--- config.mk ---
export PLATFORM = sky130hd
export DESIGN_NAME = seradd_digit
export DESIGN_NICKNAME = d
export VERILOG_FILES = /design/src/rtl/seradd_pkg.sv /design/src/rtl/seradd_digit_add.sv /design/src/rtl/seradd_digit.sv
export SDC_FILE = /design/constraint.sdc
export NUM_CORES = 1
export LEC_CHECK = 0
export BUFFER_PORTS_ARGS = -buffer_cell sky130_fd_sc_hd__buf_4
export CAP_MARGIN = 20
export CORE_MARGIN = 1.5
export CORE_UTILIZATION = 48
export DETAILED_ROUTE_END_ITERATION = 12
export PLACE_DENSITY = 0.74
export SLEW_MARGIN = 5
export SYNTH_ARGS = -nofsm -noshare
export SYNTH_HDL_FRONTEND = slang
export SYNTH_SLANG_ARGS = --single-unit
export TNS_END_PERCENT = 50
--- constraint.sdc ---
create_clock -name clk -period 1.71 [get_ports clk]
set_input_delay 0.0855 -clock clk [delete_from_list [all_inputs] [get_ports clk]]
set_output_delay 0.0855 -clock clk [all_outputs]
set_load 0.03 [all_outputs]
--- src/rtl/seradd_pkg.sv ---
// Shared definitions for the digit-serial adder: FSM encoding and size helpers.
package seradd_pkg;

  localparam logic [1:0] S_IDLE = 2'd0;
  localparam logic [1:0] S_RUN  = 2'd1;
  localparam logic [1:0] S_DONE = 2'd2;

  function automatic int ndig(input int width, input int digit);
    return width / digit;
  endfunction

  // Counter width for n digits, never narrower than one bit.
  function automatic int cnt_w(input int n);
    return (n <= 1) ? 1 : $clog2(n);
  endfunction

endpackage

--- src/rtl/seradd_digit_add.sv ---
// Combinational DIGIT-bit ripple adder built from per-bit full-add cells.
// o_cmsb is the carry into the top bit, used for signed overflow.
module seradd_digit_add #(
  parameter int DIGIT = 2
) (
  input  logic [DIGIT-1:0] i_a,
  input  logic [DIGIT-1:0] i_b,
  input  logic             i_cin,
  output logic [DIGIT-1:0] o_sum,
  output logic             o_cout,
  output logic             o_cmsb
);

  logic [DIGIT:0] w_c;

  assign w_c[0] = i_cin;

  for (genvar g = 0; g < DIGIT; g++) begin : g_fa
    assign o_sum[g]  = i_a[g] ^ i_b[g] ^ w_c[g];
    assign w_c[g+1]  = (i_a[g] & i_b[g]) | (w_c[g] & (i_a[g] ^ i_b[g]));
  end

  assign o_cout = w_c[DIGIT];
  assign o_cmsb = w_c[DIGIT-1];

endmodule

--- src/rtl/seradd_digit.sv ---
// Digit-serial add/subtract, DIGIT bits per clock, LSD first, start/busy/done handshake.
// Optional zero/neg flag outputs are built only when SERADD_FLAGS_EN is defined.
//   state  | meaning
//   IDLE   | waiting for start
//   RUN    | one digit per cycle, counter 0..NDIG-1
//   DONE   | results updated, done high for one cycle; start accepted here
module seradd_digit
  import seradd_pkg::*;
#(
  parameter int WIDTH = 8,
  parameter int DIGIT = 2
) (
  input  logic             clk,
  input  logic             rst_n,
  input  logic             i_start,
  input  logic             i_sub,
  input  logic [WIDTH-1:0] i_a,
  input  logic [WIDTH-1:0] i_b,
  input  logic             i_cin,
  output logic             o_busy,
  output logic             o_done,
  output logic [WIDTH-1:0] o_sum,
  output logic             o_cout,
  output logic             o_ovf
`ifdef SERADD_FLAGS_EN
  ,
  output logic             o_zero,
  output logic             o_neg
`endif
);

  localparam int NDIG = ndig(WIDTH, DIGIT);
  localparam int CW   = cnt_w(NDIG);
  localparam logic [CW-1:0] LAST = CW'(NDIG - 1);

  if (WIDTH % DIGIT != 0) begin : g_bad_digit
    $error("seradd_digit: DIGIT must divide WIDTH");
  end

  logic [1:0]       r_state;
  logic [CW-1:0]    r_cnt;
  logic [WIDTH-1:0] r_a, r_b, r_res;
  logic             r_carry;
  logic [WIDTH-1:0] r_sum;
  logic             r_cout, r_ovf;

  logic [DIGIT-1:0] w_dsum;
  logic             w_dco, w_dcmsb;
  logic [WIDTH-1:0] w_a_next, w_b_next, w_res_next;

  seradd_digit_add #(.DIGIT(DIGIT)) u_add (
    .i_a    (r_a[DIGIT-1:0]),
    .i_b    (r_b[DIGIT-1:0]),
    .i_cin  (r_carry),
    .o_sum  (w_dsum),
    .o_cout (w_dco),
    .o_cmsb (w_dcmsb)
  );

  // Result fills from the top so the last digit lands in the MSBs.
  if (DIGIT == WIDTH) begin : g_single
    assign w_a_next   = '0;
    assign w_b_next   = '0;
    assign w_res_next = w_dsum;
  end else begin : g_multi
    assign w_a_next   = {{DIGIT{1'b0}}, r_a[WIDTH-1:DIGIT]};
    assign w_b_next   = {{DIGIT{1'b0}}, r_b[WIDTH-1:DIGIT]};
    assign w_res_next = {w_dsum, r_res[WIDTH-1:DIGIT]};
  end

  always_ff @(posedge clk or negedge rst_n) begin
    if (!rst_n) begin
      r_state <= S_IDLE;
      r_cnt   <= '0;
      r_a     <= '0;
      r_b     <= '0;
      r_res   <= '0;
      r_carry <= 1'b0;
      r_sum   <= '0;
      r_cout  <= 1'b0;
      r_ovf   <= 1'b0;
    end else begin
      case (r_state)
        S_IDLE, S_DONE: begin
          if (i_start) begin
            r_a     <= i_a;
            r_b     <= i_sub ? ~i_b : i_b;
            r_carry <= i_cin ^ i_sub;
            r_cnt   <= '0;
            r_state <= S_RUN;
          end else begin
            r_state <= S_IDLE;
          end
        end
        S_RUN: begin
          r_a     <= w_a_next;
          r_b     <= w_b_next;
          r_res   <= w_res_next;
          r_carry <= w_dco;
          r_cnt   <= r_cnt + 1'b1;
          if (r_cnt == LAST) begin
            r_sum   <= w_res_next;
            r_cout  <= w_dco;
            r_ovf   <= w_dcmsb ^ w_dco;
            r_state <= S_DONE;
          end
        end
        default: r_state <= S_IDLE;
      endcase
    end
  end

`ifdef SERADD_FLAGS_EN
  logic r_zero, r_neg;

  always_ff @(posedge clk or negedge rst_n) begin
    if (!rst_n) begin
      r_zero <= 1'b0;
      r_neg  <= 1'b0;
    end else if (r_state == S_RUN && r_cnt == LAST) begin
      r_zero <= (w_res_next == '0);
      r_neg  <= w_res_next[WIDTH-1];
    end
  end

  assign o_zero = r_zero;
  assign o_neg  = r_neg;
`endif

  assign o_busy = (r_state == S_RUN);
  assign o_done = (r_state == S_DONE);
  assign o_sum  = r_sum;
  assign o_cout = r_cout;
  assign o_ovf  = r_ovf;

endmodule

# Word-level counts from Yosys, hierarchy flattened
# Index checks and enable logic that the tools add are counted.
# classes
addsub,1
mul,0
n_div,0
order_cmp,0
n_eq_ne,5
n_shift,0
n_mux,12
bitwise_logic,13
n_reduce_logical,5
# op_table
cell,n
$pmux 8 s2,2
$mux 8,3
$not 8->8,1
$pmux 2 s2,2
$xor 1x1->1,6
$and 1x1->1,4
$eq 2x2->1 const B,2
$mux 2,2
$reduce_and 2->1,2
$add 2x1->2 const B,1
$eq 2x1->1 const B,1
$logic_not 2->1,1
$mux 1,2
$ne 2x1->1 const B,1
$ne 2x2->1 const B,1
$or 1x1->1,2
$pmux 1 s2,1
$reduce_bool 2->1,1
$reduce_or 2->1,1
# word_totals
regBits,39
latch_bits,0
mem_bits_rw,0
romBits,0
in_bits,21
output_inout_bits,12
word_cells,45
n_memories,0

# Longest topological paths before layout
# Gate-level depths: netlist of run 1.
# logic_depth
depth_word,6
mapped_depth,6
depth_no_buf,5

# By module
# Synthesis of run 1 repeated with hierarchy kept, for this count alone.
# unflattened
hier_cells,116
hier_area_um2,1607.8
# modules_own_cells
mod,instances,cells_per_inst,area_each_um2,seq_area_each_um2
seradd_digit,1,114,1567.8,925.9
seradd_digit_add,1,2,40.0,0.0

# Worst setup path before layout of run 1
# No wires, ideal clock.
# synth_path
kind,register to register
start,reg r_a[0]
end,"reg r_ovf, in the netlist o_ovf"
setup_ns,0.128
t_arrival_ns,1.453
required_ns,1.582
slack_ns,0.129
path_stages_with_launch,6
n_path_buf,0
period_less_slack_ns,1.581
path_cell_list,dfrtp_1 inv_1 fa_1 fa_1 xnor2_1 o21ai_0
# synth_via
elab_chain_cells,6
word_cells_on_any_way,7
cone_classes,bitwise (7)
# synth_lines
item,line,text
start: declaration,seradd_digit.sv:42,"logic [WIDTH-1:0] r_a, r_b, r_res;"
start signal: assignment,seradd_digit.sv:86,r_a <= i_a;
start signal: assignment,seradd_digit.sv:96,r_a <= w_a_next;
$xor 1x1->1,seradd_digit_add.sv:20,assign w_c[g+1] = (i_a[g] & i_b[g]) | (w_c[g] & (i_a[g] ^ i_b[g]));
$and 1x1->1,seradd_digit_add.sv:20,
$or 1x1->1 *,seradd_digit_add.sv:20,
$and 1x1->1,seradd_digit_add.sv:20,
$or 1x1->1,seradd_digit_add.sv:20,
$xor 1x1->1 *,seradd_digit.sv:104,r_ovf <= w_dcmsb ^ w_dco;
end signal: assignment,seradd_digit.sv:104,
end: declaration,seradd_digit.sv:45,"logic r_cout, r_ovf;"
# Every way passes the cells marked *; elsewhere a longest branch is shown, timed or not.
# A chain may end at the register's enable or synchronous reset.

# Worst setup path after layout of run 1
# layout_path
start,reg r_a[0]
end,reg r_res[7]
# layout_via
elab_chain_cells,4
word_cells_on_any_way,5
cone_classes,bitwise (5)
# layout_lines
item,line,text
$xor 1x1->1,seradd_digit_add.sv:20,
$and 1x1->1,seradd_digit_add.sv:20,
$or 1x1->1 *,seradd_digit_add.sv:20,
$xor 1x1->1 *,seradd_digit_add.sv:19,assign o_sum[g] = i_a[g] ^ i_b[g] ^ w_c[g];
end signal: assignment,seradd_digit.sv:98,r_res <= w_res_next;
end: declaration,seradd_digit.sv:42,
# Marks and branches as above.

==> metrics.csv, run 1 <==
stage;metric;value;unit
run_status;status;finished, final reports clean;
timing;final hold vios;0;
grt;antenna violations before repair;0;
pwr;pwr dens;1890;nW/µm²
clock_network;Max clock buf depth;2;
worst_setup_path;FF-to-FF Start;r_a[0];
finish;Fillers;263;
timing;Peak Freq;0.648;GHz
grt;largest net degree at the start of global routing;38;
worst_setup_path;CP endpoint kind;register;
pwr;leakage;0.00100;µW
yosys;Post-Synthesis Cells;140;
timing;RSZ-0062 raised after global routing;no;
detailed_routing;Final ANT Viol Nets;0;
yosys;syn_nets;164;
worst_setup_path;CP bufs+invs;1;
worst_setup_path;Critical Path Max Stage Delay;0.54;ns
yosys;Synth area leaders;dfrtp_1 (57%), nand2_1 (5.1%), a221o_1 (4.9%);
min_path;hold path cells;3;
finish;fin nets;204;
min_path;Worst Hold Class;in -> reg;
grt;GRT Resource Usage Total;19.4;%
clock_network;Clk pin slew, worst setup/hold paths;0.11;ns
worst_setup_path;CP top delay family;adder cells;
worst_setup_path;Slowest cell on crit path;fa_2;
detailed_routing;Routed WL per cell;13.2;µm
place;DPL Wire Length;2.07;mm
grt;vias in the first global route;1199;
timing;Slew headroom;64.5;%
grt;grt total ovfl;0;
worst_setup_path;crit-path max FO;2;
detailed_routing;via/cell ratio;5.19;
timing;Final setup viols;0;
worst_setup_path;CP cell instances;inv_1 > fa_2 > fa_2 > o21ai_0;
yosys;top_reg_cell synth;dfrtp_1;
worst_setup_path;CP Data Required Time;1.93;ns
worst_setup_path;r2r setup slk;0.17;ns
clock_network;Setup Fix Bufs, Post-CTS;0;
finish;ant diodes;0;
place;post-placement cell count;208;
clock_network;worst skew pair latency;0.33;ns
yosys;Yosys warnings;0;
timing;final setup TNS;0;ns
yosys;leading area contributor after synthesis;dfrtp_1;
timing;Worst Skew;0.00530;ns
clock_network;CTS Sinks;37;
yosys;most common cell in the netlist;dfrtp_1;
clock_network;H-tree lvl count;2;
min_path;Hold Path Sink;r_carry;
worst_setup_path;cells on worst reg2reg path;4;
yosys;Netlist cell types;26;
yosys;Commonest cells post-synth;dfrtp_1 (37), nand2_1 (22), a221o_1 (8), o21ai_0 (8), xnor2_1 (8);
detailed_routing;Iter 0 DRT Violations;43;
yosys;register bit total from synthesis;37;
place;Final GP Congestion;0.802;
detailed_routing;vias;1168;
finish;Non-Filler Instances;225;
worst_setup_path;Worst path most repeated cell;fa_2;
floorplanning;die area;3740;µm²
timing;Final period util;90.2;%
floorplanning;Initial Utilization;51.9;%
worst_setup_path;CP arrival;1.76;ns
yosys;Post-synth EDFFs;0;
timing;min Tclk post-route;1.54;ns
floorplanning;Horiz. Die Dim;61.2;µm
timing;Slew Viols, Final;0;
worst_setup_path;crit path kind;reg -> reg;
detailed_routing;DRC Markers;0;
clock_network;TritonCTS Buffers;5;
worst_setup_path;capturing point of the worst reg2reg path;r_res[7];
worst_setup_path;Startpoint Class;register;
finish;Area growth, synth to finish;26.8;%
run;count of max-cap constraint violations;0;
floorplanning;die height;61.2;µm
floorplanning;Site Rows;20;
pwr;worst vdd rail ir drop;751;µV
clock_network;Root Buffer;clkbuf_4;
yosys;Seq/Total Area, Yosys;57.0;%
detailed_routing;DRT Pass-1 Iters;4;
yosys;Async SR Flop Fraction;100;%
timing;worst-margin pin slew;0.533;ns
finish;final core utilization;65.8;%
floorplanning;core area;3130;µm²
grt;first-pass GRT wire length;5.20;mm
yosys;post-synthesis average cell area;11.6;µm²
min_path;Worst Min Path Start;i_cin;
yosys;post-synthesis cell area;1620;µm²
finish;share of post-route cells with drive strength above 1;29.3;%
yosys;Synth top area share;57.0;%
place;Port Buffer Count;32;
clock_network;CTS tree;built;
detailed_routing;DRT Wirelength;2.96;mm
floorplanning;# IOs;33;
[layer usage]
metal	global-route usage [%]	share of wire, %
met2	34.0	51
met4	5.59	0.30
met5	0	0
met3	5.67	5.8
met1	23.0	43
[sequential cells by signal, indices dropped and copies added, names as in the netlist]
| register | flops |
|---|---|
| o_ovf | 1 |
| o_cout | 1 |
| r_cnt | 2 |
| o_sum | 8 |
| r_state | 2 |
| r_a | 8 |
| r_carry | 1 |
| r_res | 6 |
| r_b | 8 |
[where the power goes]
group	switching (µW)	total, µW	internal [µW]
logic	963	1680	716
clock network	278	731	453
registers	219	1490	1270
total	1460	3900	2440
[how the worst max path moves through the flow]
stage                    start        to  slack [ns]  depth (start not counted)
global placement        r_a[0]     o_ovf        0.09                          5
finish                  r_a[0]  r_res[7]        0.17                          4
detailed placement      r_b[0]     o_ovf        0.04                          5
CTS                     r_b[0]     o_ovf        0.02                          5
floorplan               r_a[0]     o_ovf        0.13                          5
global route        r_state[0]    r_b[7]        0.05                          4
[cell families (layout without fill, tap and decap cells)]
kind of cell,count (synthesis),count (layout),share of synthesized area (%)
flip-flops,37,37,57.0
multiplexers,6,6,4.16
buffers and inverters,16,57,5.93
AO/OA/AOI/OAI,26,26,12.5
XOR/XNOR,10,10,5.39
adder cells (fa/ha/maj),3,3,3.24
AND/OR/NAND/NOR,42,42,11.8
[metrics by stage]
| step | setup WS (ns) | instance area, µm² | hold slack, ns | power (µW) |
|---|---|---|---|---|
| after floorplan | 0.129 | 1620 | -0.210 | 2770 |
| after global placement | 0.0875 | 1860 | 0.0635 | 3110 |
| after detailed placement | 0.0416 | 1860 | 0.0680 | 3180 |
| after CTS | 0.0244 | 2050 | 0.0466 | 3930 |
| after global routing | 0.0505 | 2060 | 0.0909 | 4220 |
| final | 0.168 | 2060 | 0.0596 | 3900 |
[final cells by class]
class	instances	area, µm²	area share, %
sequential	37	926	45.0
multi-input combinational	87	607	29.5
timing repair buffer	42	338	16.4
clock inverter	3	65.1	3.16
tap	44	55.1	2.67
clock buffer	5	37.5	1.82
inverter	7	31.3	1.52
[worst register-to-register path: cells and delay by family (launching register included)]
family / cells / cell delay, ns
AO/OA/AOI/OAI: 1 / 0.08
adder cells (fa/ha/maj): 2 / 0.95
buffers and inverters: 1 / 0.06
flip-flops: 1 / 0.33
[layout by cell type (no fill, tap or decap), types with 4 or more instances in the layout]
cell type / n
a22o_1: 5
o21ai_0: 8
a221o_1: 8
buf_4: 33
dlygate4sd3_1: 9
nand2_1: 22
mux2_2: 6
inv_1: 6
nor2_1: 6
xnor2_1: 8
a22oi_1: 4
nand3_1: 6
dfrtp_1: 37
clkbuf_4: 5
[repair_timing]
| item | in CTS | in global routing |
|---|---|---|
| endpoints found under the hold margin | 45 | 0 |
| endpoints found under the setup margin | 0 | 2 |
| gates resized for setup | 0 | 2 |
| hold buffers | 9 | 0 |
Note: power is estimated with default switching activity, not from simulation.
==> run 2, diff against run 1 <==
Settings changed: CORE_UTILIZATION 48 to 40, HOLD_SLACK_MARGIN set to 0.1, PLACE_DENSITY 0.74 to unset.
==> run 2 against run 1 <==
Fmax down 2.6%. Via count barely moved. Routed wire length is 4.5% higher. Sequential share of layout area shrank 0.082 points. Die area is 19% higher. Sequential power hardly changed. Combinational power is essentially flat. First-iteration DRC count down 4.7%.
==> metrics.csv, run 2 (synthesis gave the netlist of run 1 again) <==
stage;metric;value;unit;change
pwr;leakage;0.000999;µW;about the same
detailed_routing;DRC Markers;0;;unchanged
pwr;Internal Power;2360;µW;-3.4%
clock_network;Max clock buf depth;2;;unchanged
worst_setup_path;Critical Path Max Stage Delay;0.38;ns;-0.16 ns
timing;Peak Freq;0.632;GHz;-2.6%
floorplanning;Initial Utilization;43.1;%;-8.9 points
floorplanning;core area;3770;µm²;+21%
finish;share of post-route cells with drive strength above 1;29.3;%;unchanged
finish;Area growth, synth to finish;27.0;%;
finish;Non-Filler Instances;229;;+1.8%
place;post-placement cell count;212;;+1.9%
timing;Worst Skew;0.00356;ns;-0.00174 ns
grt;antenna violations before repair;0;;unchanged
run;count of max-cap constraint violations;0;;unchanged
timing;min Tclk post-route;1.58;ns;+0.0414 ns
timing;RSZ-0062 raised after global routing;no;;
worst_setup_path;crit-path max FO;3;;+1
detailed_routing;via/cell ratio;5.10;;-1.8%
timing;final hold vios;0;;unchanged
worst_setup_path;CP Data Required Time;1.87;ns;-0.06 ns
clock_network;CTS Sinks;37;;unchanged
place;DPL Wire Length;2.13;mm;+2.8%
worst_setup_path;FF-to-FF Start;r_b[0];;
clock_network;Root Buffer;clkbuf_8;;
pwr;Logic pwr share;44.1;%;+1.1 points
clock_network;H-tree lvl count;2;;unchanged
floorplanning;# IOs;33;;unchanged
worst_setup_path;Startpoint Class;register;;
grt;grt total ovfl;0;;unchanged
detailed_routing;Iter 0 DRT Violations;41;;-4.7%
floorplanning;Horiz. Die Dim;66.7;µm;+9.1%
timing;Slew headroom;62.3;%;-2.2 points
place;Port Buffer Count;32;;unchanged
finish;fin nets;204;;unchanged
timing;worst-margin pin slew;0.566;ns;+0.0330 ns
finish;most frequent cells in the layout;dfrtp_1 (37), buf_4 (33), nand2_1 (22);;
place;Final GP Congestion;0.759;;-5.3%
worst_setup_path;CP endpoint kind;register;;
floorplanning;die height;66.7;µm;+9.1%
detailed_routing;vias;1167;;-0.086%
grt;vias in the first global route;1223;;+2.0%
min_path;Worst Hold Class;in -> reg;;
finish;final core utilization;54.7;%;-11 points
grt;largest net degree at the start of global routing;38;;unchanged
finish;ant diodes;0;;unchanged
worst_setup_path;r2r setup slk;0.13;ns;-0.04 ns
timing;Final period util;92.6;%;+2.4 points
pwr;Switching Fraction;38.7;%;+1.3 points
pwr;worst vdd rail ir drop;954;µV;+27%
worst_setup_path;Slowest cell on crit path;fa_2;;
pwr;switching power total;1490;µW;+1.9%
timing;final setup TNS;0;ns;unchanged
floorplanning;die area;4450;µm²;+19%
detailed_routing;Final ANT Viol Nets;0;;unchanged
grt;GRT Resource Usage Total;16.7;%;-2.6 points
worst_setup_path;CP arrival;1.74;ns;-0.02 ns
timing;Final setup viols;0;;unchanged
run_status;status;finished, final reports clean;;
worst_setup_path;Worst path most repeated cell;fa_2;;
worst_setup_path;capturing point of the worst reg2reg path;o_ovf;;
worst_setup_path;crit path kind;reg -> reg;;
worst_setup_path;CP top delay family;adder cells;;
min_path;Worst Min Path Start;i_cin;;
clock_network;CTS tree;built;;
detailed_routing;DRT Pass-1 Iters;4;;unchanged
clock_network;TritonCTS Buffers;5;;unchanged
worst_setup_path;cells on worst reg2reg path;5;;+1
clock_network;worst skew pair latency;0.29;ns;-0.04 ns
min_path;hold path cells;3;;unchanged
pwr;sequential power share;38.8;%;+0.6 points
floorplanning;Site Rows;22;;+10%
clock_network;Clk pin slew, worst setup/hold paths;0.07;ns;-0.04 ns
timing;Slew Viols, Final;0;;unchanged
detailed_routing;DRT Wirelength;3.09;mm;+4.5%
min_path;Hold Path Sink;r_carry;;
worst_setup_path;CP cell instances;inv_1 > fa_2 > fa_2 > xnor2_1 > o21ai_0;;
detailed_routing;Routed WL per cell;13.5;µm;+2.6%
pwr;pwr dens;1860;nW/µm²;-1.6%
pwr;clock power share;17.1;%;-1.6 points
worst_setup_path;CP bufs+invs;1;;unchanged
grt;first-pass GRT wire length;5.49;mm;+5.7%
finish;commonest non-fill, non-tap cell in the layout;dfrtp_1;;
-- run 2: worst max-delay path by stage --
stage           start     to  slack (ns)  cells past startpoint
2_1_floorplan  r_a[0]  o_ovf        0.13                      5
3_3_place_gp   r_a[0]  o_ovf        0.08                      5
3_5_place_dp   r_a[0]  o_ovf      -0.002                      5
4_1_cts        r_b[0]  o_ovf        0.05                      5
5_1_grt        r_a[0]  o_ovf        0.03                      5
6_report       r_b[0]  o_ovf        0.13                      5
-- run 2: power groups by stage --
stage                     clock network [µW]  registers, µW  logic (µW)
final                                    658           1490        1690
after global routing                     728           1550        1900
after detailed placement                   0           1510        1670
after floorplan                            0           1670        1100
after CTS                                681           1500        1700
after global placement                     0           1490        1640
-- run 2: final cells by class --
class                   instances  area [µm²]
clock inverters                 1        5.00
well taps                      48        60.1
inverters                       7        31.3
multi-input cells              87         607
fillers                       329        1710
repair buffers                 42         338
clock buffers                   7        96.3
flip-flops and latches         37         926
-- run 2: per-layer routing --
layer | wire length [µm] | track usage [%]
met1 | 1380 | 19.4
met2 | 1510 | 29.5
met3 | 152 | 4.22
met4 | 53 | 6.12
met5 | 0 | 0
-- run 2: what timing repair did --
item | 4_1_cts | 5_1_grt
resized for setup | 1 | 1
buffers inserted | 0 | 0
hold buffers | 9 | 0
setup endpoints to repair | 1 | 1
hold endpoints to repair | 45 | 0
-- run 2: worst reg2reg max path, cell delays in order (launching register included) --
cell and delay (ns):
dfrtp_1 0.35, inv_1 0.06, fa_2 0.38, fa_2 0.38, xnor2_1 0.19, o21ai_0 0.09
-- run 2: stage by stage --
stage          total power, µW  instance area [µm²]  hold WS (ns)  worst slack, ns
2_1_floorplan             2770                 1620        -0.210            0.129
3_3_place_gp              3130                 1870        0.0672           0.0791
3_5_place_dp              3190                 1870        0.0722         -0.00179
4_1_cts                   3880                 2060         0.128           0.0483
5_1_grt                   4180                 2060         0.141           0.0285
6_report                  3850                 2060         0.117            0.127
